$ cat src/rtl/fft_pkg.sv
// Shared types for the FFT magnitude read-out path: default widths matching the
// magnitude ROM, the scan controller state encoding and the output FIFO entry.
package fft_pkg;
  localparam int FFT_DATA_WIDTH = 26;
  localparam int FFT_ADDR_WIDTH = 13;

  typedef enum logic [1:0] {IDLE, RUN, DRAIN} state_t;

  typedef struct packed {
    logic [FFT_DATA_WIDTH-1:0] data;
    logic [FFT_ADDR_WIDTH-1:0] bin;
    logic                      last;
  } fft_entry_t;
endpackage

$ cat src/rtl/fft_skid_fifo2.sv
// Two-entry FIFO for export paths; simultaneous push and pop keep occupancy.
module fft_skid_fifo2
  import fft_pkg::*;
#(
  parameter type T = fft_entry_t
) (
  input  logic       clk,
  input  logic       rst_n,
  input  logic       push,
  input  T           din,
  input  logic       pop,
  output T           dout,
  output logic [1:0] count,
  output logic       full,
  output logic       empty
);
  T     mem [2];
  logic wptr, rptr;
  logic do_push, do_pop;

  assign full    = (count == 2'd2);
  assign empty   = (count == 2'd0);
  assign do_pop  = pop && !empty;
  // A push into a full FIFO is only accepted when the head leaves in the same cycle.
  assign do_push = push && (!full || do_pop);
  assign dout    = mem[rptr];

  always_ff @(posedge clk or negedge rst_n) begin
    if (!rst_n) begin
      mem[0] <= '0;
      mem[1] <= '0;
      wptr   <= 1'b0;
      rptr   <= 1'b0;
      count  <= 2'd0;
    end else begin
      if (do_push) begin
        mem[wptr] <= din;
        wptr      <= ~wptr;
      end
      if (do_pop) rptr <= ~rptr;
      case ({do_push, do_pop})
        2'b10:   count <= count + 2'd1;
        2'b01:   count <= count - 2'd1;
        default: count <= count;
      endcase
    end
  end
endmodule

$ cat src/rtl/fft_peak_scan_ctrl.sv
// Scans the FFT magnitude ROM once per start, streams every bin downstream with
// backpressure and records the peak magnitude and its (lowest) bin.
module fft_peak_scan_ctrl
  import fft_pkg::*;
#(
  parameter int DATA_WIDTH = FFT_DATA_WIDTH,
  parameter int ADDR_WIDTH = FFT_ADDR_WIDTH,
  parameter int NUM_BINS   = 8192
) (
  input  logic                  clk,
  input  logic                  rst_n,
  input  logic                  start,
  output logic                  busy,
  output logic                  done,
  output logic [ADDR_WIDTH-1:0] rom_addr,
  input  logic [DATA_WIDTH-1:0] rom_data,
  output logic                  m_valid,
  input  logic                  m_ready,
  output logic [DATA_WIDTH-1:0] m_data,
  output logic [ADDR_WIDTH-1:0] m_bin,
  output logic                  m_last,
  output logic [DATA_WIDTH-1:0] peak_mag,
  output logic [ADDR_WIDTH-1:0] peak_bin,
  output logic                  peak_valid
);
  typedef struct packed {
    logic [DATA_WIDTH-1:0] data;
    logic [ADDR_WIDTH-1:0] bin;
    logic                  last;
  } entry_t;

  localparam logic [ADDR_WIDTH:0] NBINS    = (ADDR_WIDTH+1)'(NUM_BINS);
  localparam logic [ADDR_WIDTH:0] LAST_CNT = (ADDR_WIDTH+1)'(NUM_BINS - 1);

  state_t                state;
  logic [ADDR_WIDTH:0]   issue_cnt;
  logic                  rd_pend;
  logic [ADDR_WIDTH-1:0] rd_bin;
  logic                  rd_last;
  entry_t                cap, head;
  logic [1:0]            fcount;
  logic                  ffull, fempty;
  logic                  pop, room, issue;

  assign pop      = m_valid && m_ready;
  assign rom_addr = issue_cnt[ADDR_WIDTH-1:0];
  assign m_valid  = !fempty;
  assign m_data   = head.data;
  assign m_bin    = head.bin;
  assign m_last   = head.last;

  // Room for one more read: occupancy + in-flight read - departing word < 2.
  assign room  = ffull ? (pop && !rd_pend) : (fempty || !rd_pend || pop);
  assign issue = (state == RUN) && (issue_cnt < NBINS) && room;

  always_comb begin
    cap      = '0;
    cap.data = rom_data;
    cap.bin  = rd_bin;
    cap.last = rd_last;
  end

  fft_skid_fifo2 #(.T(entry_t)) u_fifo (
    .clk   (clk),
    .rst_n (rst_n),
    .push  (rd_pend),
    .din   (cap),
    .pop   (pop),
    .dout  (head),
    .count (fcount),
    .full  (ffull),
    .empty (fempty)
  );

  always_ff @(posedge clk or negedge rst_n) begin
    if (!rst_n) begin
      state      <= IDLE;
      issue_cnt  <= '0;
      rd_pend    <= 1'b0;
      rd_bin     <= '0;
      rd_last    <= 1'b0;
      busy       <= 1'b0;
      done       <= 1'b0;
      peak_mag   <= '0;
      peak_bin   <= '0;
      peak_valid <= 1'b0;
    end else begin
      done    <= 1'b0;
      rd_pend <= issue;
      if (issue) begin
        issue_cnt <= issue_cnt + 1'b1;
        rd_bin    <= issue_cnt[ADDR_WIDTH-1:0];
        rd_last   <= (issue_cnt == LAST_CNT);
      end
      // Strict compare keeps the lowest bin on ties.
      if (rd_pend && (rom_data > peak_mag)) begin
        peak_mag <= rom_data;
        peak_bin <= rd_bin;
      end
      case (state)
        IDLE: if (start) begin
          state      <= RUN;
          busy       <= 1'b1;
          issue_cnt  <= '0;
          peak_mag   <= '0;
          peak_bin   <= '0;
          peak_valid <= 1'b0;
        end
        RUN: if (issue && (issue_cnt == LAST_CNT)) state <= DRAIN;
        DRAIN: if (pop && head.last) begin
          state      <= IDLE;
          busy       <= 1'b0;
          done       <= 1'b1;
          peak_valid <= 1'b1;
        end
        default: state <= IDLE;
      endcase
    end
  end
endmodule
$ cat config.mk
export PLATFORM = sky130hd
export DESIGN_NAME = fft_peak_scan_ctrl
export DESIGN_NICKNAME = d
export VERILOG_FILES = /design/src/rtl/fft_pkg.sv /design/src/rtl/fft_skid_fifo2.sv /design/src/rtl/fft_peak_scan_ctrl.sv
export SDC_FILE = /design/constraint.sdc
export NUM_CORES = 1
export LEC_CHECK = 0
export CAP_MARGIN = 0
export CORE_ASPECT_RATIO = 1.75
export CORE_MARGIN = 3
export CORE_UTILIZATION = 48
export CTS_CLUSTER_DIAMETER = 150
export DETAILED_ROUTE_END_ITERATION = 8
export HOLD_SLACK_MARGIN = 0.15
export PLACE_DENSITY = 0.73
export REMOVE_ABC_BUFFERS = 1
export SETUP_SLACK_MARGIN = 0.15
export SYNTH_ARGS = -nofsm -noshare
export SYNTH_HDL_FRONTEND = slang
export SYNTH_SLANG_ARGS = --single-unit
$ cat constraint.sdc
create_clock -name clk -period 2.01 [get_ports clk]
set_input_delay 0.402 -clock clk [delete_from_list [all_inputs] [get_ports clk]]
set_output_delay 0.402 -clock clk [all_outputs]
set_load 0.01 [all_outputs]
==> Yosys cells after proc, flatten, opt, wreduce, memory -nomap -nowiden <==
Cells that the tools add are included.
{ "word_totals": {"out_inout_bits": 96, "inputBits": 30, "wordCells": 91, "regBits": 157} }
{ "op_classes": {"magnitude_cmp": 5, "n_mux": 29, "bitwise": 4, "n_eq_ne": 9, "add_sub_neg": 3, "n_reduce_logical": 22} }
{ "ops": {"columns": ["operator", "count"], "rows": [
  ["$mux 40", 4],
  ["$bwmux 80", 1],
  ["$mux 26", 3],
  ["$mux 14", 3],
  ["$demux 40 s1", 1],
  ["$mux 13", 3],
  ["$gt 26x26->1", 1],
  ["$add 14x1->14 const B", 1],
  ["$eq 14x13->1 const B", 1],
  ["$lt 14x14->1 const B", 1],
  ["$logic_and 1x1->1", 10],
  ["$mux 1", 7],
  ["$eq 2x2->1 const B", 3],
  ["$mux 2", 3],
  ["$pmux 2 s3", 1],
  ["$reduce_and 3->1", 2],
  ["$eq 2x1->1 const B", 2],
  ["$ge 2x2->1 const B", 2],
  ["$logic_not 2->1", 2],
  ["$ne 2x2->1 const B", 2],
  ["$not 1->2", 2],
  ["$pmux 1 s2", 2],
  ["$pmux 2 s2", 1],
  ["$reduce_bool 2->1", 2],
  ["other kinds (7)", 12]
]} }

==> Longest topological paths before layout <==
{ "logic_depth": {"ltp_word": 9, "ltp_mapped": 11, "mapped_depth_nobuf": 8} }

==> Cells and area by module <==
A second synthesis with hierarchy kept.
{ "unflattened": {"cells_unflattened": 639, "hier_area_um2": 7913.8} }
{ "modules_own_cells": {"columns": ["module", "cells_per_inst", "seq_area_each_um2", "area_per_inst_um2", "n_inst"], "rows": [
  ["fft_skid_fifo2", 240, 2102.0, 3976.3, 1],
  ["fft_peak_scan_ctrl", 399, 1826.8, 3937.5, 1]
]} }

==> Least setup slack after synthesis <==
No wires, ideal clock.
{ "synth_path": {"path_type": "reg2reg", "from": "reg peak_mag[24]", "to": "reg peak_mag[15]", "required_time_ps": 1931, "period_less_slack_ps": 2229, "n_path_buf": 3, "arrival_time_ps": 2150, "setup_ps": 79, "setup_slack_ps": -219, "path_stages_with_launch": 12, "path_cell_list": "dfrtp_1 inv_1 ha_1 nand4_1 nor4_2 nand2_1 a31oi_1 o221a_1 buf_4 buf_8 buf_12 mux2i_1"} }
{ "synth_between": {"elab_chain_len": 5} }
{ "synth_rtl": {"columns": ["item", "line_no", "rtl"], "rows": [
  ["start, declared", "fft_peak_scan_ctrl.sv:22", "output logic [DATA_WIDTH-1:0] peak_mag,"],
  ["start signal, assigned", "fft_peak_scan_ctrl.sv:97", "peak_mag <= rom_data;"],
  ["$gt 26x26->1 *", "fft_peak_scan_ctrl.sv:96", "if (rd_pend && (rom_data > peak_mag)) begin"],
  ["$logic_and 1x1->1 *", "fft_peak_scan_ctrl.sv:96", null],
  ["$mux 26 *", "fft_peak_scan_ctrl.sv:96", null],
  ["$mux 26", "fft_peak_scan_ctrl.sv:101", "IDLE: if (start) begin"],
  ["$mux 26 *", "fft_peak_scan_ctrl.sv:100", "case (state)"]
]} }
Every way passes the cells marked *; elsewhere a longest branch is shown, timed or not.
A chain may end at the register's enable or synchronous reset.

==> Worst setup path in the final report <==
{ "layout_path": {"from": "in rom_data[15]", "to": "reg peak_mag[24]"} }
{ "layout_between": {"elab_chain_len": 5} }
{ "layout_rtl": {"columns": ["item", "line_no", "rtl"], "rows": [
  ["start, declared", "fft_peak_scan_ctrl.sv:16", "input logic [DATA_WIDTH-1:0] rom_data,"],
  ["$gt 26x26->1 *", "fft_peak_scan_ctrl.sv:96", null],
  ["$logic_and 1x1->1 *", "fft_peak_scan_ctrl.sv:96", null],
  ["$mux 26 *", "fft_peak_scan_ctrl.sv:96", null],
  ["$mux 26", "fft_peak_scan_ctrl.sv:101", null],
  ["$mux 26 *", "fft_peak_scan_ctrl.sv:100", null]
]} }
Marks and branches as above.

==> impl_metrics.ini <==
[yosys]
ys_ff_latch = 157
syn_avg_cell_area_um2 = 12.0
syn_inst = 627
ys_seq_area_share_pct = 52.3
synth_edf_count = 0
synth-main-ff-cell = dfrtp_1
yosysWarningCount = 0
syn_area_mm2 = 0.00752
async_flop_share_pct = 100
ys_types = 39

[routing]
drt-total-wl_um = 20400
ant_nets = 0
first_iter_violations = 182
viasPerCell = 5.35
drc = 0
drt_first_pass_iters = 4
vias = 5530
post_drt_wl_per_cell_um = 19.8

[sta]
maxSlewViolCount = 0
setup_viol = 66
finalCritPeriodShare_pct = 120
whs_ns = 0.433
max_freq_ghz = 0.416
rsz0062_at_grt = true
min_period_ns = 2.41
tightest_slew_ns = 0.566
hold_viol = 0
fin_ws_ns = -0.396
setup_tns_ns = -13.59
slew_headroom_pct = 62.3
finClkSkew_ns = 0.00901

[setup_path]
cp-end-kind = flip-flop
cpPeakStageDelay_ns = 0.44
crit_required_ns = 2.34
crit_arrival_ns = 2.73
critPathMaxFanout = 8
critical_path.startpoint_type = input pin
critPathKind = in -> reg
cp_cell_sequence = clkdlybuf4s50_1, ha_1, nand2_2, nor4_4, nand2_1, a31oi_2, o221a_4, buf_6, buf_12, buf_16, mux2i_1
cp_slowest_cell = clkdlybuf4s50_1

[placement]
place_inst = 964
place_area_mm2 = 0.00945
gp_congestion = 0.783
place_ws_ns = -0.811
io_buffers = 125
dp_hpwl_um = 13200

[clocking]
h-tree-depth = 4
insertion_delay_ns = 0.42
clk_pin_slew_ns = 0.06
cts_buffers = 17
root_buffer = clkbuf_16
cts_num_sinks = 157
cts_tree = done
clock_path_buffers = 2

[final_layout]
layout-drive-gt1-share_pct = 42.5
antennaDiodeCount = 0
areaGrowthSynthToFinish_pct = 46.6
nets = 896
final_cell_area_mm2 = 0.0110
final_cells = 1034

[floorplanning]
die_h_um = 172
boundaryPins = 126
die-width_um = 101
core_mm2 = 0.0151
fp.dieArea_mm2 = 0.0173
rows = 59
initial_utilization_pct = 49.7

[pwr]
irDropWorstVdd_mv = 0.983
power_density_mw_per_mm2 = 1720
p_leak_nw = 5.45

[run_status]
violations = setup timing
status = complete, but fails checks

[global_routing]
grt_pass1_wl_um = 30800
gr-total-overflow = 0
grt_pass1_vias = 6045
grt_max_degree = 55
grt_use_total_pct = 23.1
antenna_found_initial = 0

[run]
drv_cap = 0

[min_path]
min-delay-path-class = in -> reg
## kinds of logic after synthesis
kind of cell,synth area share (%)
compound gates,2.48
xor+xnor,1.86
fa+ha+maj,4.66
buf+inv,5.04
flops,52.3
mux,24.9
simple gates,8.77
## layout make-up
| type | count | area (um^2) |
|---|---|---|
| fill | 995 | 4110 |
| timing repair buffer | 234 | 2540 |
| multi-input combinational | 396 | 3610 |
| clock inverter | 14 | 158 |
| sequential | 157 | 3940 |
| tap | 183 | 229 |
| inverter | 32 | 120 |
| clock buffer | 18 | 429 |
## path summary, 6_finish.rpt
path / slack (ns) / startpoint / to / cells past startpoint
max: -0.40 / rom_data[15] / peak_mag[24]$_DFF_PN0_ / 11
min: 0.43 / rom_data[14] / peak_mag[14]$_DFF_PN0_ / 3
min reg2reg: 0.49 / peak_valid$_DFFE_PN0P_ / peak_valid$_DFFE_PN0P_ / 1
max reg2reg: -0.36 / peak_mag[25]$_DFF_PN0_ / peak_mag[24]$_DFF_PN0_ / 11
min in group asynchronous: 0.51 / rst_n / u_fifo.mem[1]$_DFFE_PN0P_ / 2
max in group asynchronous: 0.86 / rst_n / issue_cnt[4]$_DFF_PN0_ / 3
## flip-flops by register name, indices dropped and copies added, names as in the netlist
signal and flops:
u_fifo.count 2, u_fifo.mem 80, done 1, state 2, peak_bin 13, peak_mag 26, u_fifo.rptr 1, rd_pend 1
u_fifo.wptr 1, peak_valid 1, rd_last 1, rd_bin 13, issue_cnt 14, busy 1
## Yosys cell counts, types with 4 or more instances
library cell,n,share of area (%)
a21oi_1,12,0.80
buf_1,4,0.20
buf_2,8,0.53
buf_4,17,1.7
clkbuf_1,11,0.55
dfrtp_1,157,52
ha_1,28,4.7
inv_1,32,1.6
mux2_2,130,19
mux2i_1,41,5.5
nand2_1,97,4.8
nand3_1,6,0.40
nand4_1,7,0.58
nor2_1,20,1.0
o21ai_0,11,0.73
xnor2_1,6,0.70
xor2_1,10,1.2
## placed cells by master, fill, tap and decap left out, drive strengths merged, types with 12 or more instances in the layout
master         netlist  layout
a21oi               12      12
buf                 31     140
clkbuf              11      27
clkdlybuf4s50        0      55
dfrtp              157     157
dlygate4sd2          0      15
dlymetal6s2s         0      14
ha                  28      28
inv                 32      39
mux2               130     130
mux2i               41      41
nand2               97      97
nor2                20      20
## routing by layer
metal / track usage (%) / vias to the layer above / share of wire, %
li1: - / 2548 / -
met1: 25.7 / 2808 / 37
met2: 44.0 / 151 / 57
met3: 4.02 / 23 / 4.0
met4: 6.86 / 0 / 1.9
met5: 0 / - / 0
## through the flow
step           utilization (%)  power (W)
6_report                  72.8     0.0190
3_3_place_gp              62.4     0.0132
4_1_cts                   69.0     0.0178
5_1_grt                   72.8     0.0200
3_5_place_dp              62.4     0.0136
2_1_floorplan                -    0.00937
## report_power, final
part	switching, W	internal (W)	leakage, nW	total, W
Combinational	0.00423	0.00630	3.24	0.0105
Clock	0.00137	0.00186	0.284	0.00323
Sequential	0.000821	0.00440	1.93	0.00522
## what timing repair did
action | CTS | global route
hold buffers | 1 | 0
resized for setup | 189 | 146
pin swaps | 19 | 13
buffers inserted | 18 | 11
setup endpoints to repair | 108 | 163
hold endpoints to repair | 45 | 0
cloned | 4 | 4
## critical path: cells and delay by family
kind            cells  cell delay [ns]
buf+inv             4             0.76
mux                 1             0.23
simple gates        3             0.56
compound gates      2             0.45
fa+ha+maj           1             0.33
(Power assumes the default switching activity.)
